### src/rtl/lsu_pkg.sv
// Shared definitions for the load/store unit: funct3 encodings, FSM state
// type and the funct3 legality check.
package lsu_pkg;

   localparam logic [2:0] F3_B  = 3'b000;
   localparam logic [2:0] F3_H  = 3'b001;
   localparam logic [2:0] F3_W  = 3'b010;
   localparam logic [2:0] F3_BU = 3'b100;
   localparam logic [2:0] F3_HU = 3'b101;

   typedef enum logic [1:0] {
      S_IDLE      = 2'd0,
      S_ACCESS    = 2'd1,
      S_WRITEBACK = 2'd2,
      S_DONE      = 2'd3
   } lsu_state_t;

   // Stores have no unsigned variants, so only B/H/W are legal for them.
   function automatic logic is_legal_f3(input logic we, input logic [2:0] f3);
      logic ok;
      ok = 1'b0;
      case (f3)
         F3_B, F3_H, F3_W: ok = 1'b1;
         F3_BU, F3_HU:     ok = ~we;
         default:          ok = 1'b0;
      endcase
      return ok;
   endfunction

endpackage

### src/rtl/lsu_lane_fmt.sv
// Combinational byte-lane formatting: load sign/zero extension and the
// read-modify-write merge used for SB/SH.
module lsu_lane_fmt
   import lsu_pkg::*;
(
   input  logic [2:0]  funct3,
   input  logic [31:0] rdata,
   input  logic [31:0] wdata,
   output logic [31:0] load_data,
   output logic [31:0] merge_data
);

   logic unused_wdata_hi;
   assign unused_wdata_hi = ^wdata[31:16];

   always_comb begin
      load_data = rdata;
      case (funct3)
         F3_B:    load_data = {{24{rdata[7]}}, rdata[7:0]};
         F3_BU:   load_data = {24'h0, rdata[7:0]};
         F3_H:    load_data = {{16{rdata[15]}}, rdata[15:0]};
         F3_HU:   load_data = {16'h0, rdata[15:0]};
         default: load_data = rdata;
      endcase
   end

   // funct3[0] separates SH (001) from SB (000).
   always_comb begin
      merge_data = {rdata[31:8], wdata[7:0]};
      if (funct3[0]) merge_data = {rdata[31:16], wdata[15:0]};
   end

endmodule

### src/rtl/load_store_unit.sv
// Load/store unit between execute and a word-write-only data memory; SB/SH
// use read-modify-write. Define LSU_MISALIGN_TRAP_EN to fault misaligned H/W.
module load_store_unit
   import lsu_pkg::*;
#(
   parameter int unsigned MEM_AW      = 6,
   parameter logic [31:0] RESET_RDATA = 32'h0000_0000
) (
   input  logic        clk,
   input  logic        rst_n,
   input  logic        req_valid,
   output logic        req_ready,
   input  logic        req_we,
   input  logic [2:0]  req_funct3,
   input  logic [31:0] req_addr,
   input  logic [31:0] req_wdata,
   output logic        resp_valid,
   output logic [31:0] resp_rdata,
   output logic        resp_fault,
   output logic [31:0] mem_addr,
   output logic        mem_we,
   output logic [31:0] mem_wdata,
   input  logic [31:0] mem_rdata,
   output logic [1:0]  dbg_state
);

   // Handshake: a request transfers on a rising edge where req_valid and
   // req_ready are both 1; the core holds the request stable until then.
   // resp_valid is a single-cycle pulse and is never back-pressured.

   lsu_state_t  state_q, state_d;
   logic        we_q, we_d;
   logic [2:0]  f3_q, f3_d;
   logic [31:0] wdata_q, wdata_d;
   logic        fault_q, fault_d;
   logic        mem_we_d, resp_valid_d, resp_fault_d;
   logic [31:0] mem_addr_d, mem_wdata_d, resp_rdata_d;
   logic [31:0] load_data, merge_data;
   logic        misalign, req_fault;
   logic        unused_addr_hi;

   assign unused_addr_hi = ^req_addr[31:MEM_AW];
   assign req_ready      = (state_q == S_IDLE);
   assign dbg_state      = state_q;

   lsu_lane_fmt u_lane_fmt (
      .funct3     (f3_q),
      .rdata      (mem_rdata),
      .wdata      (wdata_q),
      .load_data  (load_data),
      .merge_data (merge_data)
   );

`ifdef LSU_MISALIGN_TRAP_EN
   assign misalign = ((req_funct3[1:0] == 2'b01) && req_addr[0]) ||
                     ((req_funct3[1:0] == 2'b10) && (req_addr[1:0] != 2'b00));
`else
   assign misalign = 1'b0;
`endif

   assign req_fault = !is_legal_f3(req_we, req_funct3) || misalign;

   always_comb begin
      state_d      = state_q;
      we_d         = we_q;
      f3_d         = f3_q;
      wdata_d      = wdata_q;
      fault_d      = fault_q;
      mem_we_d     = 1'b0;
      mem_addr_d   = mem_addr;
      mem_wdata_d  = mem_wdata;
      resp_valid_d = 1'b0;
      resp_fault_d = 1'b0;
      resp_rdata_d = resp_rdata;
      case (state_q)
         S_IDLE: begin
            if (req_valid) begin
               we_d       = req_we;
               f3_d       = req_funct3;
               wdata_d    = req_wdata;
               fault_d    = req_fault;
               mem_addr_d = {{(32 - MEM_AW){1'b0}}, req_addr[MEM_AW-1:0]};
               // SW writes straight through during ACCESS, so its strobe is armed now.
               if (req_we && (req_funct3 == F3_W) && !req_fault) begin
                  mem_we_d    = 1'b1;
                  mem_wdata_d = req_wdata;
               end
               state_d = S_ACCESS;
            end
         end
         S_ACCESS: begin
            if (fault_q) begin
               resp_valid_d = 1'b1;
               resp_fault_d = 1'b1;
               state_d      = S_DONE;
            end else if (!we_q) begin
               resp_rdata_d = load_data;
               resp_valid_d = 1'b1;
               state_d      = S_DONE;
            end else if (f3_q == F3_W) begin
               resp_valid_d = 1'b1;
               state_d      = S_DONE;
            end else begin
               mem_we_d    = 1'b1;
               mem_wdata_d = merge_data;
               state_d     = S_WRITEBACK;
            end
         end
         S_WRITEBACK: begin
            resp_valid_d = 1'b1;
            state_d      = S_DONE;
         end
         S_DONE: begin
            state_d = S_IDLE;
         end
         default: state_d = S_IDLE;
      endcase
   end

   always_ff @(posedge clk or negedge rst_n) begin
      if (!rst_n) begin
         state_q    <= S_IDLE;
         we_q       <= 1'b0;
         f3_q       <= 3'b000;
         wdata_q    <= 32'h0;
         fault_q    <= 1'b0;
         mem_we     <= 1'b0;
         mem_addr   <= 32'h0;
         mem_wdata  <= 32'h0;
         resp_valid <= 1'b0;
         resp_fault <= 1'b0;
         resp_rdata <= RESET_RDATA;
      end else begin
         state_q    <= state_d;
         we_q       <= we_d;
         f3_q       <= f3_d;
         wdata_q    <= wdata_d;
         fault_q    <= fault_d;
         mem_we     <= mem_we_d;
         mem_addr   <= mem_addr_d;
         mem_wdata  <= mem_wdata_d;
         resp_valid <= resp_valid_d;
         resp_fault <= resp_fault_d;
         resp_rdata <= resp_rdata_d;
      end
   end

endmodule

### config.mk
export PLATFORM = sky130hd
export DESIGN_NAME = load_store_unit
export DESIGN_NICKNAME = d
export VERILOG_FILES = /design/src/rtl/lsu_pkg.sv /design/src/rtl/lsu_lane_fmt.sv /design/src/rtl/load_store_unit.sv
export SDC_FILE = /design/constraint.sdc
export NUM_CORES = 1
export LEC_CHECK = 0
export BUFFER_PORTS_ARGS = -buffer_cell sky130_fd_sc_hd__buf_2
export CAP_MARGIN = 10
export CELL_PAD_IN_SITES_DETAIL_PLACEMENT = 0
export CELL_PAD_IN_SITES_GLOBAL_PLACEMENT = 2
export CORE_MARGIN = 2
export CORE_UTILIZATION = 29
export DETAILED_ROUTE_END_ITERATION = 10
export PLACE_DENSITY_LB_ADDON = 0.2
export SYNTH_ARGS = -nofsm -noshare
export SYNTH_HDL_FRONTEND = slang
export SYNTH_SLANG_ARGS = --single-unit
### constraint.sdc
create_clock -name clk -period 2.4 [get_ports clk]
set_input_delay 0.24 -clock clk [delete_from_list [all_inputs] [get_ports clk]]
set_output_delay 0.24 -clock clk [all_outputs]
set_load 0.05 [all_outputs]
==> flow_summary.json <==
{
  "period_minus_slack_ns": 1.896,
  "finalNetCount": 633,
  "die_x_um": 130.3,
  "worst_pin_slew_ns": 0.7120,
  "vdd_drop_max_mv": 0.6521,
  "synth_most_common_cell": "dfrtp_1",
  "grt_first_pass_wirelength_um": 17840,
  "p_sw_share_pct": 47.70,
  "routed_wl_um": 11520,
  "max_stage_delay_ns": 0.41,
  "cts_resized": 0,
  "ant_nets": 0,
  "gp_congestion": 0.7349,
  "dieArea_um2": 16980,
  "syn_area_um2": 4626,
  "io_pins": 205,
  "first_pass_iters": 6,
  "ys_top_cells_by_area": "dfrtp_1, mux2_2, mux2_4",
  "core_area_um2": 15710,
  "hold_class": "input port to flop",
  "multi_input_comb_area_um2": 1989,
  "drt-initial-drc-count": 68,
  "hp-start": "req_addr[1]",
  "post-route-period-util_pct": 78.98,
  "overflow": 0,
  "pre_cts_ws_ns": 0.4923,
  "start_kind": "flop",
  "cts.sinks": 96,
  "grt_max_degree": 53,
  "start_util_pct": 29.44,
  "htreeDepth": 3,
  "clock_latency_ns": 0.35,
  "num_antenna_cells": 0,
  "p_leak_nw": 2.851,
  "remaining_drc_errors": 0,
  "rows": 46,
  "finClkSkew_ns": 0.006391,
  "chipHeight_um": 130.3,
  "seqCellArea_um2": 2402,
  "p_switching_mw": 5.088,
  "yosys-top-cells-count": "dfrtp_1, mux2_2, a21oi_1",
  "slew_headroom_pct": 52.38,
  "fin_tns_setup_ns": 0,
  "gr-usage-all-layers_pct": 13.97,
  "fill_cells": 1620,
  "wire_per_inst_um": 15.41,
  "yosys_warnings": 0,
  "crit_slowest_cell": "dfrtp_1",
  "synthCells": 374,
  "setup-violations-final": 0,
  "fmax_mhz": 527.6,
  "r2r-start": "dbg_state[0]$_DFFE_PN0P_",
  "grt_pass1_vias": 3392,
  "clockBufferDepth": 2,
  "drive_above_1_share_pct": 50.94,
  "timing.hold.ws_ns": 0.1211,
  "root_buffer": "clkbuf_16",
  "syn_area_per_cell_um2": 12.37,
  "tritoncts": "yes",
  "pwr-share-comb_pct": 58.1,
  "antenna_found_initial": 1,
  "cp_max_fo": 10,
  "worstPathArrival_ns": 2.13,
  "worst_r2r_endpoint": "mem_wdata[16]$_DFFE_PN0P_",
  "p_per_area_nw_per_um2": 1812,
  "ys_types": 28,
  "end_kind": "flop",
  "outcome": "finished clean",
  "synthToLayoutAreaGrowth_pct": 27.24,
  "max_cap_violations": 0,
  "slew_viol_final": 0,
  "async_flop_share_pct": 100.0,
  "port_buffers": 152,
  "r2r_cells": 7,
  "ys_ff_latch": 96,
  "synth.yosys.seq_area_share_pct": 51.93,
  "vias_per_cell": 4.362,
  "critPathRequiredTime_ns": 2.63,
  "num_vias": 3263,
  "cp_cell_sequence": "inv_1 -> ha_1 -> mux2i_1 -> a21oi_1 -> nand3_2 -> buf_4 -> mux2_4",
  "holdPathEnd": "mem_addr[1]$_DFFE_PN0P_",
  "rrSetupSlack_ns": 0.50,
  "synth_top_area_share_pct": 51.93,
  "synth_edf_count": 0,
  "cts_inserted_buffers": 9,
  "hpwl_um": 8122,
  "crit_type": "flop to flop",
  "clkPwrFrac_pct": 14.7,
  "synthFlopType": "dfrtp_1",
  "setup_ws_ns": 0.5045,
  "synth_top_cell_by_area": "dfrtp_1",
  "pwr-share-seq_pct": 27.2,
  "clk_pin_slew_ns": 0.07,
  "rsz0062_at_grt": "no",
  "hold_depth": 2,
  "internal_power_mw": 5.579,
  "hold_viol_final": 0
}
-- worst max path at each step --
stage	slack (ns)	start	endpoint	cells past startpoint
finish	0.50	dbg_state[0]$_DFFE_PN0P_	mem_wdata[16]$_DFFE_PN0P_	7
global route	0.35	dbg_state[0]$_DFFE_PN0P_	mem_wdata[18]$_DFFE_PN0P_	7
CTS	0.47	dbg_state[0]$_DFFE_PN0P_	mem_wdata[16]$_DFFE_PN0P_	7
detailed placement	0.49	dbg_state[0]$_DFFE_PN0P_	mem_wdata[18]$_DFFE_PN0P_	7
global placement	0.51	dbg_state[1]$_DFFE_PN0P_	mem_wdata[18]$_DFFE_PN0P_	7
floorplan	0.06	dbg_state[1]$_DFFE_PN0P_	mem_wdata[0]$_DFFE_PN0P_	7
-- worst max-delay path, delay by kind of cell, from the launching register on --
kind                       cells  cell delay (ns)
AOI/OAI and AO/OA              1             0.07
adders and majority gates      1             0.31
buffers and inverters          2             0.35
DFF                            1             0.41
muxes                          2             0.54
and+or+nand+nor                1             0.10
-- power by group through the flow --
stage / clock network [mW] / registers, mW / logic [mW]
final: 1.57 / 2.90 / 6.20
after global routing: 1.69 / 3.02 / 6.63
after CTS: 1.63 / 2.92 / 6.30
after detailed placement: 0 / 2.93 / 6.28
after global placement: 0 / 2.91 / 6.22
after floorplan: 0 / 5.08 / 2.77
-- cell type report --
cell class | count | share of cell area [%]
repair buffers | 165 | 15.31
well taps | 216 | 4.592
clock buffers | 13 | 4.252
multi-input cells | 253 | 33.80
inverters | 2 | 0.1276
clock inverters | 3 | 1.105
flip-flops and latches | 96 | 40.82
-- state kept, by name, indices dropped and copies added, names as in the netlist --
register    cells
dbg_state       2
resp_fault      1
mem_addr        6
mem_we          1
fault_q         1
f3_q            3
mem_wdata      32
resp_rdata     32
we_q            1
resp_valid      1
wdata_q        16
-- metrics by stage --
step	util, %	instances	total power, mW	instance area, µm²
floorplan	-	399	7.851	4720
global placement	35.39	731	9.133	5560
detailed placement	35.39	731	9.213	5560
CTS	37.46	748	10.84	5886
global route	37.46	748	11.34	5886
finish	37.46	748	10.67	5886
-- cells by family after synthesis --
family                     synth area share [%]
other                                   0.08107
buffers and inverters                     7.249
DFF                                       51.93
muxes                                     26.26
adders and majority gates                0.8116
AOI/OAI and AO/OA                         7.628
and+or+nand+nor                           6.032
-- metal layers --
layer | wire (µm) | global-route usage [%] | part of all wire (%) | up-vias
met3 | 688 | 3.116 | 6.0 | 15
met2 | 5767 | 23.47 | 50 | 107
met1 | 4828 | 17.21 | 42 | 1588
li1 | - | - | - | 1551
met4 | 223 | 6.262 | 1.9 | 2
met5 | 16 | 0 | 0.14 | -
-- repair_timing --
item / CTS / global route
hold buffers: 1 / 0
setup buffers: 0 / 0
hold endpoints to repair: 51 / 0
-- placed cells by master (no fill, tap or decap) --
master / synthesis / final
nand2b_1: 1 / 1
mux2_4: 30 / 30
nor3b_1: 2 / 1
buf_12: 0 / 3
nor3b_2: 0 / 1
nand3_2: 1 / 1
buf_2: 10 / 151
and2_1: 1 / 1
ha_1: 3 / 2
buf_4: 30 / 10
mux2i_1: 10 / 10
clkinv_2: 0 / 1
nand2_1: 9 / 9
mux2_2: 59 / 59
bufinv_16: 0 / 2
ha_2: 0 / 1
clkbuf_8: 0 / 1
clkbuf_16: 0 / 9
nor2b_1: 1 / 1
a21oi_1: 50 / 50
or2b_1: 1 / 1
dlygate4sd3_1: 0 / 1
o21ai_0: 2 / 2
dfrtp_1: 96 / 96
conb_1: 1 / 26
nor3_4: 1 / 1
clkbuf_1: 4 / 3
nand3_1: 1 / 1
nor4b_2: 1 / 1
o21a_1: 9 / 9
o31ai_1: 2 / 2
o32a_1: 1 / 1
inv_1: 2 / 2
nor2_1: 42 / 42
No activity file was read; power rests on OpenSTA's default activity.
